$ cat src/rtl/fwrisc_prog_pkg.sv
// Shared types and constants for the boot-time program loader.
package fwrisc_prog_pkg;

  typedef enum logic [1:0] {
    LOAD = 2'd0,
    DONE = 2'd1,
    FULL = 2'd2
  } prog_state_e;

  // Word that terminates a program image; never written to the ITCM.
  localparam logic [31:0] PROG_END_MARKER = 32'hFFFF_FFFF;

  // Idle cycles before a stale partial word is dropped.
  localparam int unsigned PROG_TIMEOUT_DEFAULT = 32'd1_000_000;

endpackage

$ cat src/rtl/fwrisc_prog_word_asm.sv
// Byte-to-word assembler: shifts bytes in MSB-first and drops a partial word after an idle timeout.
module fwrisc_prog_word_asm
  import fwrisc_prog_pkg::*;
#(
  parameter int unsigned TIMEOUT_CYCLES = PROG_TIMEOUT_DEFAULT
) (
  input  logic        clock,
  input  logic        reset,
  input  logic        enable_i,
  input  logic [7:0]  rx_data_i,
  input  logic        rx_valid_i,
  output logic [31:0] word_o,
  output logic        word_valid_o
);

  localparam int unsigned IdleW    = (TIMEOUT_CYCLES > 1) ? $clog2(TIMEOUT_CYCLES) : 1;
  localparam int unsigned IdleLast = (TIMEOUT_CYCLES > 0) ? TIMEOUT_CYCLES - 1 : 0;
  localparam bit          TimeoutOn = (TIMEOUT_CYCLES != 0);

  // Only the three oldest bytes need storing; the fourth comes straight from rx_data_i.
  logic [23:0]      shift_q, shift_d;
  logic [1:0]       byte_cnt_q, byte_cnt_d;
  logic [IdleW-1:0] idle_q, idle_d;
  logic             timeout_hit;

  assign timeout_hit = TimeoutOn && (idle_q == IdleW'(IdleLast));

  // Next-state: accept bytes, track idle time while a word is partially assembled.
  always_comb begin
    shift_d    = shift_q;
    byte_cnt_d = byte_cnt_q;
    idle_d     = idle_q;
    if (enable_i) begin
      if (rx_valid_i) begin
        // A byte on the timeout cycle wins over the discard.
        shift_d    = {shift_q[15:0], rx_data_i};
        byte_cnt_d = byte_cnt_q + 2'd1;
        idle_d     = '0;
      end else if (byte_cnt_q == 2'd0) begin
        idle_d = '0;
      end else if (timeout_hit) begin
        shift_d    = '0;
        byte_cnt_d = 2'd0;
        idle_d     = '0;
      end else if (TimeoutOn) begin
        idle_d = idle_q + IdleW'(1);
      end
    end
  end

  // State registers.
  always_ff @(posedge clock) begin
    if (reset) begin
      shift_q    <= '0;
      byte_cnt_q <= 2'd0;
      idle_q     <= '0;
    end else begin
      shift_q    <= shift_d;
      byte_cnt_q <= byte_cnt_d;
      idle_q     <= idle_d;
    end
  end

  assign word_o       = {shift_q, rx_data_i};
  assign word_valid_o = enable_i && rx_valid_i && (byte_cnt_q == 2'd3);

endmodule

$ cat src/rtl/fwrisc_prog_loader.sv
// Boot-time program loader: UART bytes -> 32-bit words -> consecutive ITCM writes.
module fwrisc_prog_loader
  import fwrisc_prog_pkg::*;
#(
  parameter int unsigned ADDR_W         = 12,
  parameter int unsigned DEPTH          = 4096,
  parameter logic [31:0] END_MARKER     = PROG_END_MARKER,
  parameter int unsigned TIMEOUT_CYCLES = PROG_TIMEOUT_DEFAULT
) (
  input  logic              clock,
  input  logic              reset,
  input  logic [7:0]        rx_data_i,
  input  logic              rx_valid_i,
  output logic              rx_en_o,
  output logic              full_o,
  output logic              mem_we_o,
  output logic [ADDR_W-1:0] mem_addr_o,
  output logic [31:0]       mem_wdata_o,
  output logic              loading_o,
  output logic              done_o,
  output logic [ADDR_W:0]   word_count_o,
  output logic [31:0]       checksum_o,
  output logic              core_reset_o
);

  localparam logic [ADDR_W-1:0] LastAddr = ADDR_W'(DEPTH - 1);

  prog_state_e       state_q, state_d;
  logic [ADDR_W-1:0] addr_q, addr_d;
  logic [ADDR_W:0]   word_count_q, word_count_d;
  logic [31:0]       checksum_q, checksum_d;
  logic              mem_we_q, mem_we_d;
  logic [ADDR_W-1:0] mem_addr_q, mem_addr_d;
  logic [31:0]       mem_wdata_q, mem_wdata_d;
  logic              done_q, done_d;
  logic              full_q, full_d;
  logic [31:0]       word;
  logic              word_valid;

  fwrisc_prog_word_asm #(
    .TIMEOUT_CYCLES(TIMEOUT_CYCLES)
  ) u_word_asm (
    .clock       (clock),
    .reset       (reset),
    .enable_i    (state_q == LOAD),
    .rx_data_i   (rx_data_i),
    .rx_valid_i  (rx_valid_i),
    .word_o      (word),
    .word_valid_o(word_valid)
  );

  // Next-state: act on each completed word while loading; DONE/FULL are terminal.
  always_comb begin
    state_d      = state_q;
    addr_d       = addr_q;
    word_count_d = word_count_q;
    checksum_d   = checksum_q;
    mem_we_d     = 1'b0;
    mem_addr_d   = mem_addr_q;
    mem_wdata_d  = mem_wdata_q;
    done_d       = done_q;
    full_d       = full_q;
    if (state_q == LOAD && word_valid) begin
      if (word == END_MARKER) begin
        state_d = DONE;
        done_d  = 1'b1;
      end else begin
        mem_we_d     = 1'b1;
        mem_addr_d   = addr_q;
        mem_wdata_d  = word;
        word_count_d = word_count_q + {{ADDR_W{1'b0}}, 1'b1};
        checksum_d   = checksum_q + word;
        if (addr_q == LastAddr) begin
          // Last slot: addr is never used again, so hold it rather than overflow ADDR_W.
          state_d = FULL;
          full_d  = 1'b1;
        end else begin
          addr_d = addr_q + ADDR_W'(1);
        end
      end
    end
  end

  // State registers.
  always_ff @(posedge clock) begin
    if (reset) begin
      state_q      <= LOAD;
      addr_q       <= '0;
      word_count_q <= '0;
      checksum_q   <= '0;
      mem_we_q     <= 1'b0;
      mem_addr_q   <= '0;
      mem_wdata_q  <= '0;
      done_q       <= 1'b0;
      full_q       <= 1'b0;
    end else begin
      state_q      <= state_d;
      addr_q       <= addr_d;
      word_count_q <= word_count_d;
      checksum_q   <= checksum_d;
      mem_we_q     <= mem_we_d;
      mem_addr_q   <= mem_addr_d;
      mem_wdata_q  <= mem_wdata_d;
      done_q       <= done_d;
      full_q       <= full_d;
    end
  end

  assign loading_o    = (state_q == LOAD);
  assign rx_en_o      = loading_o;
  assign core_reset_o = reset | loading_o;
  assign full_o       = full_q;
  assign done_o       = done_q;
  assign mem_we_o     = mem_we_q;
  assign mem_addr_o   = mem_addr_q;
  assign mem_wdata_o  = mem_wdata_q;
  assign word_count_o = word_count_q;
  assign checksum_o   = checksum_q;

endmodule
$ cat config.mk
export PLATFORM = sky130hd
export DESIGN_NAME = fwrisc_prog_loader
export DESIGN_NICKNAME = d
export VERILOG_FILES = /design/src/rtl/fwrisc_prog_pkg.sv /design/src/rtl/fwrisc_prog_word_asm.sv /design/src/rtl/fwrisc_prog_loader.sv
export SDC_FILE = /design/constraint.sdc
export NUM_CORES = 1
export LEC_CHECK = 0
export ABC_AREA = 1
export CORE_MARGIN = 2
export CORE_UTILIZATION = 35
export CTS_BUF_LIST = sky130_fd_sc_hd__clkbuf_2 sky130_fd_sc_hd__clkbuf_4 sky130_fd_sc_hd__clkbuf_8
export CTS_CLUSTER_SIZE = 10
export DETAILED_ROUTE_END_ITERATION = 10
export GPL_TIMING_DRIVEN = 0
export HOLD_SLACK_MARGIN = 0.05
export PLACE_DENSITY = 0.53
export REMOVE_ABC_BUFFERS = 1
export SETUP_SLACK_MARGIN = 0.02
export SLEW_MARGIN = 40
export SYNTH_ARGS = -nofsm -noshare
export SYNTH_HDL_FRONTEND = slang
export SYNTH_HIERARCHICAL = 1
export SYNTH_SLANG_ARGS = --single-unit
$ cat constraint.sdc
create_clock -name clock -period 3.3 [get_ports clock]
set_input_delay 0.66 -clock clock [delete_from_list [all_inputs] [get_ports clock]]
set_output_delay 0.66 -clock clock [all_outputs]
set_load 0.05 [all_outputs]
==> impl_metrics.ini <==
[grt]
antenna_found_initial = 0
grt.overflow.total = 0
grt_pass1_wl_um = 41480
grt_pass1_vias = 8286
grt_max_degree = 90
groute.usage.overall_pct = 19.12

[timing]
worst_slew_pin_slew_ns = 0.7434
setup_viol = 0
rsz0062_at_grt = false
final.setup_skew_ns = 0.01642
period_share_pct = 93.36
finalHoldViolCount = 0
drv_slew = 0
max_freq_mhz = 324.6
holdWs_ns = 0.4762
period_minus_slack_ns = 3.081
slew-limit-headroom_pct = 50.32

[floorplan]
fp.dieArea_um2 = 27090
rows = 58
chipHeight_um = 164.6
io_pins = 106
start_util_pct = 35.75
coreArea_um2 = 25250
dieWidth_um = 164.6

[synth]
yosys_register_bits = 152
netlist_area_um2 = 9027
yosysUniqueCellTypes = 38
yosysSeqAreaShare_pct = 33.71
syn_inst = 1400
synth_area_per_cell_um2 = 6.448
yosys_warnings = 6

[worst_setup_path]
crit_buf_inv = 4
rr_worst_depth = 8
startpoint = reset
slowest_stage = clkdlybuf4s50_1
cp-endpoint = core_reset_o
cpPeakStageDelay_ns = 0.85
regToRegEndpoint = mem_wdata_o[14]
reg2reg_from = state_q[1]
critPathTopFamily = buffers and inverters
crit_path_end_kind = primary output
cp_cell_sequence = buf_4 > buf_12 > inv_6 > o21ai_0 > clkdlybuf4s50_1
required_ns = 2.64
critPathKind = in2out
r2r_slack_ns = 0.44
cp.depth = 5
cp.arrival_ns = 2.42
critPathMaxFanout = 42
setup.worst_path.start_class = primary input

[detailed_routing]
drt_iter0_drc = 417
wire_per_inst_um = 13.63
final_antenna_net_count = 0
num_vias = 8526
vias_per_cell = 4.687
first_pass_iters = 5
wirelength_um = 24800
drc = 0

[cts]
ctsHoldBuffers = 0
clk_pin_slew_ns = 0.08
cts_tree = yes
clock_sinks = 152
clk_latency_ns = 0.46
cts_post_setup_buffers_inserted = 0
cts_resized = 0
cts_root_buffer = clkbuf_8
htree_levels = 4
cts_buffer_depth = 2
cts_made_buffers = 17

[final_layout]
areaGrowthSynthToFinish_pct = 19.03
utilization_pct = 42.55
stdcell_area_um2 = 10750
instances_no_fill = 1819
fin_nets = 1524
drive_above_1_share_pct = 6.179
antennaDiodeCount = 0

[pwr]
vdd_drop_max_mv = 0.2387
power.total_mw = 3.880
p_leak_nw = 4.664
powerDensity_nw_per_um2 = 361.1

[run_status]
status = finished, final reports clean

[placed_design]
placed_area_um2 = 10320
port_buffers = 105
numPlacedInstances = 1787
routabilityCongestion = 0.8780
place_hpwl_um = 17980

[hold_path]
min_path_type = reg2reg

[flow_run]
maxCapViolations = 0
per-layer routing:
metal	wire [um]	track usage, %	part of all wire, %
met3	1127	3.767	4.5
met2	10770	31.06	43
met5	0	0	0
met1	12650	26.38	51
met4	245	3.834	0.99
flip-flops by register name, indices dropped and copies added (netlist names), 2 cells and up:
signal and flops:
u_word_asm/byte_cnt_q 2, mem_wdata_o 32, state_q 2, word_count_o 13, addr_q 12, checksum_o 32, u_word_asm/shift_q 24, mem_addr_o 12
u_word_asm/idle_q 20
through the flow:
stage,setup slack [ns],TNS [ns]
floorplan,-1.761,-152.53
global placement,-4.642,-307.41
detailed placement,0.1565,0
CTS,0.1760,0
global route,0.02856,0
finish,0.2191,0
logic make-up (layout without fill, tap and decap cells):
kind of cell             Yosys count  count (layout)  share of synthesized area, %
AND/OR/NAND/NOR                  756             756                         35.14
buffers and inverters            245             334                         11.53
AO/OA/AOI/OAI                    160             160                         9.549
flip-flops                       152             152                         33.71
XOR/XNOR                          49              49                         4.754
adder cells (fa/ha/maj)           37              37                         5.211
multiplexers                       1               1                        0.1109
worst reg2reg max path, stage by stage, from the launching register on:
cell and delay [ns]:
dfxtp_1 0.33, nor2_2 0.54, nand2_1 0.27, nor2_1 0.15
nand2_1 0.12, inv_1 0.48, nand2_8 0.43, o21ai_0 0.36
nor2_1 0.06
how the worst min path moves through the flow:
stage | startpoint | end | slack [ns] | cells after the start
3_3_place_gp | full_o | full_o | 0.45 | 1
3_5_place_dp | full_o | full_o | 0.46 | 1
5_1_grt | mem_wdata_o[9] | mem_wdata_o[9] | 0.51 | 2
4_1_cts | full_o | full_o | 0.48 | 1
6_report | full_o | full_o | 0.48 | 1
2_1_floorplan | state_q[0] | state_q[0] | 0.43 | 2
power by group:
part	internal [mW]	switching [mW]	total (mW)
logic	0.130	0.260	0.390
registers	1.87	0.0481	1.92
clock network	0.798	0.774	1.57
total	2.80	1.08	3.88
cell type report:
class	instances	area [um2]
flip-flops and latches	152	3043
clock buffers	20	262.8
repair buffers	112	1184
fillers	2738	14510
well taps	330	412.9
clock inverters	12	162.7
multi-input cells	1003	4962
inverters	190	718.2
cells in the final DEF, fill, tap and decap left out, drive strengths merged, types with 16 or more instances in the layout:
cell type and instances:
xnor2 16, clkbuf 20, o21ai 76, inv 195, a21oi 78, nand4 31, xor2 33, dfxtp 152
clkdlybuf4s50 104, nand3 63, nand2 421, ha 36, nor3 22, nor2 216
cells in the mapped netlist (all sizes together):
cell    instances  area, um2
fa              1      20.02
nand2         421       1638
nand3          63      330.3
nor3           22      135.1
o21a            2      15.01
o21bai          2      15.01
nand4          31      206.4
a21o            1      7.510
buf            38      261.5
inv           190      713.2
xor2           33      289.0
or2             1      6.260
mux2i           1      10.01
nor2          216      840.8
dfxtp         152       3043
o32ai           1      8.760
clkbuf         17      66.31
nand3b          2      15.01
ha             36      450.4
a21oi          78      427.9
xnor2          16      140.1
o21ai          76      387.9
No activity file was read; power rests on OpenSTA's default activity.
==> RTL edit 1: new RTL, same flow settings <==
The parameter `ADDR_W` goes from 12 to 11.
--- a/src/rtl/fwrisc_prog_loader.sv
+++ b/src/rtl/fwrisc_prog_loader.sv
@@ -3,5 +3,5 @@
   import fwrisc_prog_pkg::*;
 #(
-  parameter int unsigned ADDR_W         = 12,
+  parameter int unsigned ADDR_W         = 11,
   parameter int unsigned DEPTH          = 4096,
   parameter logic [31:0] END_MARKER     = PROG_END_MARKER,
Ports: changed (resized mem_addr_o and word_count_o); port bits go from 106 to 104. The function was not compared with the original's and may differ.
==> RTL edit 1 against the original RTL <==
- critical path depth increased by 1
- synthesized area decreased by 4.6%
- sequential cell count down 3
- total power shrank 5.4%
- largest power group unchanged
- wire length down 5.0%
- synthesized cell count down 4.6%
- clock skew increased by 0.0011 ns
- worst setup slack lost 0.062 ns
- hold slack lost 0.0039 ns
- die area decreased by 4.5%
- first-iteration DRC count is 11% lower
- cell area down 4.5%
==> RTL edit 1: results (changes against the original RTL) <==
status - completed
Reg2Reg Depth - 10 (+2)
worst slack at placement - 0.0106 ns (-0.146 ns)
Final HPWL DP - 17400 um (-3.4%)
Lkg Pwr - 4.65 nW (-0.28%)
Iter 0 DRT Violations - 372 (-11%)
Reg clk slew, reported paths - 0.08 ns (about the same)
vias in the first global route - 7521 (-9.2%)
post-synth cell types - 37 (-2.6%)
GRT Util Overall - 0.185 (-0.00616)
peak supply drop - 0.000212 V (-11%)
Hold Path Sink - mem_addr_o[7]
largest net degree at the start of global routing - 61 (-32%)
Commonest cells post-synth - nand2_1 (380), nor2_1 (211), inv_1 (177), dfxtp_1 (149), a21oi_1 (90)
Worst Hold Launch - mem_addr_o[7]
Worst Skew - 0.0175 ns (+0.00108 ns)
Main synth FF type - dfxtp_1
Arr. time, crit path - 2.48 ns (+0.06 ns)
clk buf depth - 2 (unchanged)
Port Buffer Count - 103 (-1.9%)
CP Max Fanout - 60 (+43%)
post-synthesis sequential area ratio - 0.346 (+0.00923)
# Post-CTS Setup Buffers - 0 (unchanged)
vias per inst - 4.61 (-1.6%)
# fillers - 2673 (-2.4%)
worst reg2reg endpoint - checksum_o[13]
top cells by area, synth - dfxtp_1 (35%), nand2_1 (17%), nor2_1 (9.2%)
final RePlAce weighted congestion - 0.867 (-1.3%)
headroom to the max-slew limit - 0.495 (-0.00824)
drt total wl - 23600 um (-5.0%)
Critical R2R Launch - state_q[1]
htree depth - 4 (unchanged)
share of layout cells above drive strength 1 - 0.0463 (-0.0155)
# nets final - 1463 (-4.0%)
Hold Path Depth - 2 (+1)
flop2flop setup slack - 0.48 ns (+0.04 ns)
global-route wire length before repair - 38500 um (-7.2%)
==> RTL edit 1: changes by cell type after synthesis, sizes merged, moves of 5 or more <==
| cell | before | now |
|---|---|---|
| buf | 38 | 33 |
| nand4 | 31 | 11 |
| a21oi | 78 | 91 |
| inv | 190 | 181 |
| nand2 | 421 | 386 |
| o21ai | 76 | 69 |
| nand3 | 63 | 71 |
==> RTL edit 1: power by group <==
| part | switching (mW) | internal [mW] |
|---|---|---|
| combinational | 0.243 | 0.122 |
| clock | 0.737 | 0.695 |
| sequential | 0.0404 | 1.83 |
==> RTL edit 1: how the worst max path moves through the flow <==
stage | startpoint | end | slack, ns | depth (start not counted)
after floorplan | state_q[1] | checksum_o[11] | -2.32 | 8
after global placement | reset | core_reset_o | -4.23 | 4
after detailed placement | rx_data_i[3] | mem_wdata_o[24] | 0.01 | 11
after CTS | state_q[1] | mem_wdata_o[24] | 0.12 | 10
after global routing | reset | core_reset_o | 0.08 | 6
final | reset | core_reset_o | 0.16 | 6
==> RTL edit 1: cell families after synthesis <==
| kind of cell | Yosys count | synth area share |
|---|---|---|
| adders and majority gates | 37 | 0.0546 |
| muxes | 1 | 0.00116 |
| AOI/OAI and AO/OA | 164 | 0.0988 |
| buffers and inverters | 231 | 0.117 |
| xor gates and xnor gates | 43 | 0.0437 |
| and+or+nand+nor | 710 | 0.338 |
| DFF | 149 | 0.346 |
==> RTL edit 1: stage by stage <==
step	hold slack, ns	cell area, sq um	cells
2_1_floorplan	0.433	8280	1285
3_3_place_gp	0.453	9720	1712
3_5_place_dp	0.463	9880	1720
4_1_cts	0.451	10300	1750
5_1_grt	0.457	10300	1750
6_report	0.472	10300	1750
==> RTL edit 1: layout make-up <==
class / instances / area share
multi-input combinational: 955 / 0.451
sequential: 149 / 0.291
timing repair buffer: 111 / 0.115
inverter: 181 / 0.0667
tap: 324 / 0.0395
clock buffer: 19 / 0.0249
clock inverter: 11 / 0.0123
==> RTL edit 1: metal layers <==
layer	vias up	track usage	part of all wire
met5	-	0	0
met3	15	0.0380	0.047
met2	148	0.292	0.44
li1	4316	-	-
met4	0	0.0507	0.012
met1	3592	0.256	0.50
==> RTL edit 1: critical path: cells and delay by family <==
kind | cells | cell delay [ns]
buffers and inverters | 5 | 1.66
AO/OA/AOI/OAI | 1 | 0.09
==> RTL edit 2: new RTL, same flow settings <==
Made on the original files. Put one more register stage on the output `word_count_o`, cleared by the reset. The value now appears one clock later. The other outputs are not delayed to match.
--- a/src/rtl/fwrisc_prog_loader.sv
+++ b/src/rtl/fwrisc_prog_loader.sv
@@ -115,5 +115,11 @@
   assign mem_addr_o   = mem_addr_q;
   assign mem_wdata_o  = mem_wdata_q;
-  assign word_count_o = word_count_q;
+  always_ff @(posedge clock) begin
+    if (reset) begin
+      word_count_o <= '0;
+    end else begin
+      word_count_o <= word_count_q;
+    end
+  end
   assign checksum_o   = checksum_q;
 
Function: changed (a bounded check fails within 10 cycles, from zero or initial values and one cycle with reset high).
==> RTL edit 2 against the original RTL <==
- first-iteration DRC count increased by 22%
- synthesized area increased by 3.8%
- cell area is 3.1% higher
- worst setup slack improved by 0.18 ns
- wire length is 2.1% higher
- sequential cell count increased by 13
- non-clock buffer count is the same
- cell count grew 2.0%
- maximum frequency rose by 6.1%
- total power grew 3.9%
- critical endpoint is now loading_o
==> RTL edit 2: results (changes against the original RTL) <==
GR met2 Demand/Resource - 0.302 (-0.00857)
final RePlAce weighted congestion - 0.866 (-1.4%)
post-synth cell types - 38 (unchanged)
worst reg2reg endpoint - checksum_o[17]
Main synth FF type - dfxtp_1
Critical-path top delay cell - clkdlybuf4s50_1
flop2flop setup slack - 0.45 ns
Hold Path Sink - word_count_o[1]
htree depth - 4 (unchanged)
Inserted Clock Buffers - 17 (unchanged)
Lkg Pwr - 4.78 nW (+2.5%)
Hold Path Depth - 2 (+1)
CTS root buf - clkbuf_8
headroom to the max-slew limit - 0.506 (+0.00281)
# nets final - 1556 (+2.1%)
max incr delay on CP - 0.93 ns (+0.08 ns)
routed length per placed instance - 13.6 um (about the same)
Port Buffer Count - 105 (unchanged)
Iter 0 DRT Violations - 509 (+22%)
YS warnings - 6 (unchanged)
Arr. time, crit path - 2.24 ns (-0.18 ns)
Internal - 2.87 mW (+2.7%)
initial antenna violation count - 0 (unchanged)
Worst Skew - 0.0151 ns (-0.00131 ns)
status - completed
Reg2Reg Depth - 12 (+4)
clk_lat worst skew - 0.46 ns (about the same)
largest net degree at the start of global routing - 76 (-16%)
Final HPWL DP - 18300 um (+1.8%)
share of layout cells above drive strength 1 - 0.0598 (-0.00196)
post-synthesis sequential area ratio - 0.352 (+0.0153)
Commonest cells post-synth - nand2_1 (405), nor2_1 (218), inv_1 (194), dfxtp_1 (165), a21oi_1 (69)
met3 Use GR - 0.0295 (-0.00813)
Critical R2R Launch - state_q[1]
Hold Crit Class - flop to flop
Worst Hold Launch - word_count_q[1]
vias in the first global route - 8224 (-0.75%)
Worst path top cell family by delay - buffers and inverters
drt pass-1 iters - 5 (unchanged)
top cells by area, synth - dfxtp_1 (35%), nand2_1 (16%), nor2_1 (8.7%)
clk buf depth - 2 (unchanged)
n_diodes - 0 (unchanged)
global-route wire length before repair - 41700 um (+0.63%)
Final Hold Fails - 0 (unchanged)
Reg clk slew, reported paths - 0.10 ns (+0.02 ns)
CP Max Fanout - 14 (-67%)
Async SR Flop Fraction - 0 (unchanged)
peak supply drop - 0.000227 V (-5.0%)
DR vias - 8673 (+1.7%)
GRT Util Overall - 0.183 (-0.00807)
worst slack at placement - 0.00162 ns (-0.155 ns)
GR met1 Demand/Resource - 0.253 (-0.0109)
DP Area - 10700 sq um (+3.4%)
## RTL edit 2: cell count changes in the layout (fill, tap and decap cells not counted), moves of 6 or more
cell | unedited run | this run
nor2_1 | 209 | 217
o21ai_1 | 5 | 11
o21ai_0 | 69 | 63
dfxtp_1 | 152 | 165
inv_1 | 185 | 193
## RTL edit 2: power groups by stage
stage,registers [mW],clock network [mW],logic [mW]
2_1_floorplan,2.17,0,0.182
3_3_place_gp,2.12,0,0.388
3_5_place_dp,2.12,0,0.398
4_1_cts,2.08,1.62,0.400
5_1_grt,2.08,1.69,0.436
6_report,2.08,1.56,0.395
## RTL edit 2: worst max path at each step
stage / slack [ns] / from / cells past startpoint / end
global route: 0.15 / state_q[1] / 12 / checksum_o[18]
global placement: -5.24 / reset / 4 / core_reset_o
detailed placement: 0.002 / rx_data_i[1] / 9 / word_count_q[1]
floorplan: -1.10 / state_q[1] / 8 / checksum_o[19]
finish: 0.40 / state_q[1] / 2 / loading_o
CTS: 0.09 / reset / 5 / core_reset_o
## RTL edit 2: through the flow
step | setup TNS, ns | hold WS [ns] | utilization | power, mW | cells
2_1_floorplan | -95.29 | 0.429 | - | 2.36 | 1377
3_3_place_gp | -350.88 | 0.451 | 0.401 | 2.51 | 1817
3_5_place_dp | 0 | 0.452 | 0.407 | 2.52 | 1824
4_1_cts | 0 | 0.480 | 0.423 | 4.09 | 1856
5_1_grt | 0 | 0.493 | 0.423 | 4.21 | 1856
6_report | 0 | 0.473 | 0.423 | 4.03 | 1856
## RTL edit 2: layout make-up
cell class / count / area (sq um)
clock buffers: 18 / 248
clock inverters: 14 / 163
fillers: 2857 / 15100
inverters: 198 / 751
multi-input cells: 1014 / 5000
flip-flops and latches: 165 / 3300
well taps: 335 / 419
repair buffers: 112 / 1200
## RTL edit 2: tightest hold or removal path: stages (launching register included)
cell	delay, ns
dfxtp_1	0.34
inv_1	0.05
nor2_1	0.04
## RTL edit 2: routing by layer
layer | up-vias | share of wire
met5 | - | 0
met4 | 0 | 0.0071
met3 | 13 | 0.032
met2 | 140 | 0.44
met1 | 3918 | 0.52
li1 | 4602 | -
## RTL edit 2: logic make-up after synthesis
family | after synthesis | synth area share
and+or+nand+nor | 767 | 0.342
DFF | 165 | 0.352
muxes | 1 | 0.00107
AOI/OAI and AO/OA | 160 | 0.0926
buffers and inverters | 255 | 0.116
adders and majority gates | 37 | 0.0502
xor gates and xnor gates | 49 | 0.0458
## RTL edit 2: repair_timing
| item | 4_1_cts | 5_1_grt |
|---|---|---|
| resized for setup | 1 | 1 |
| buffers inserted | 0 | 0 |
| pin swaps | 0 | 0 |
| gates cloned | 0 | 0 |
| endpoints found under the setup margin | 1 | 1 |
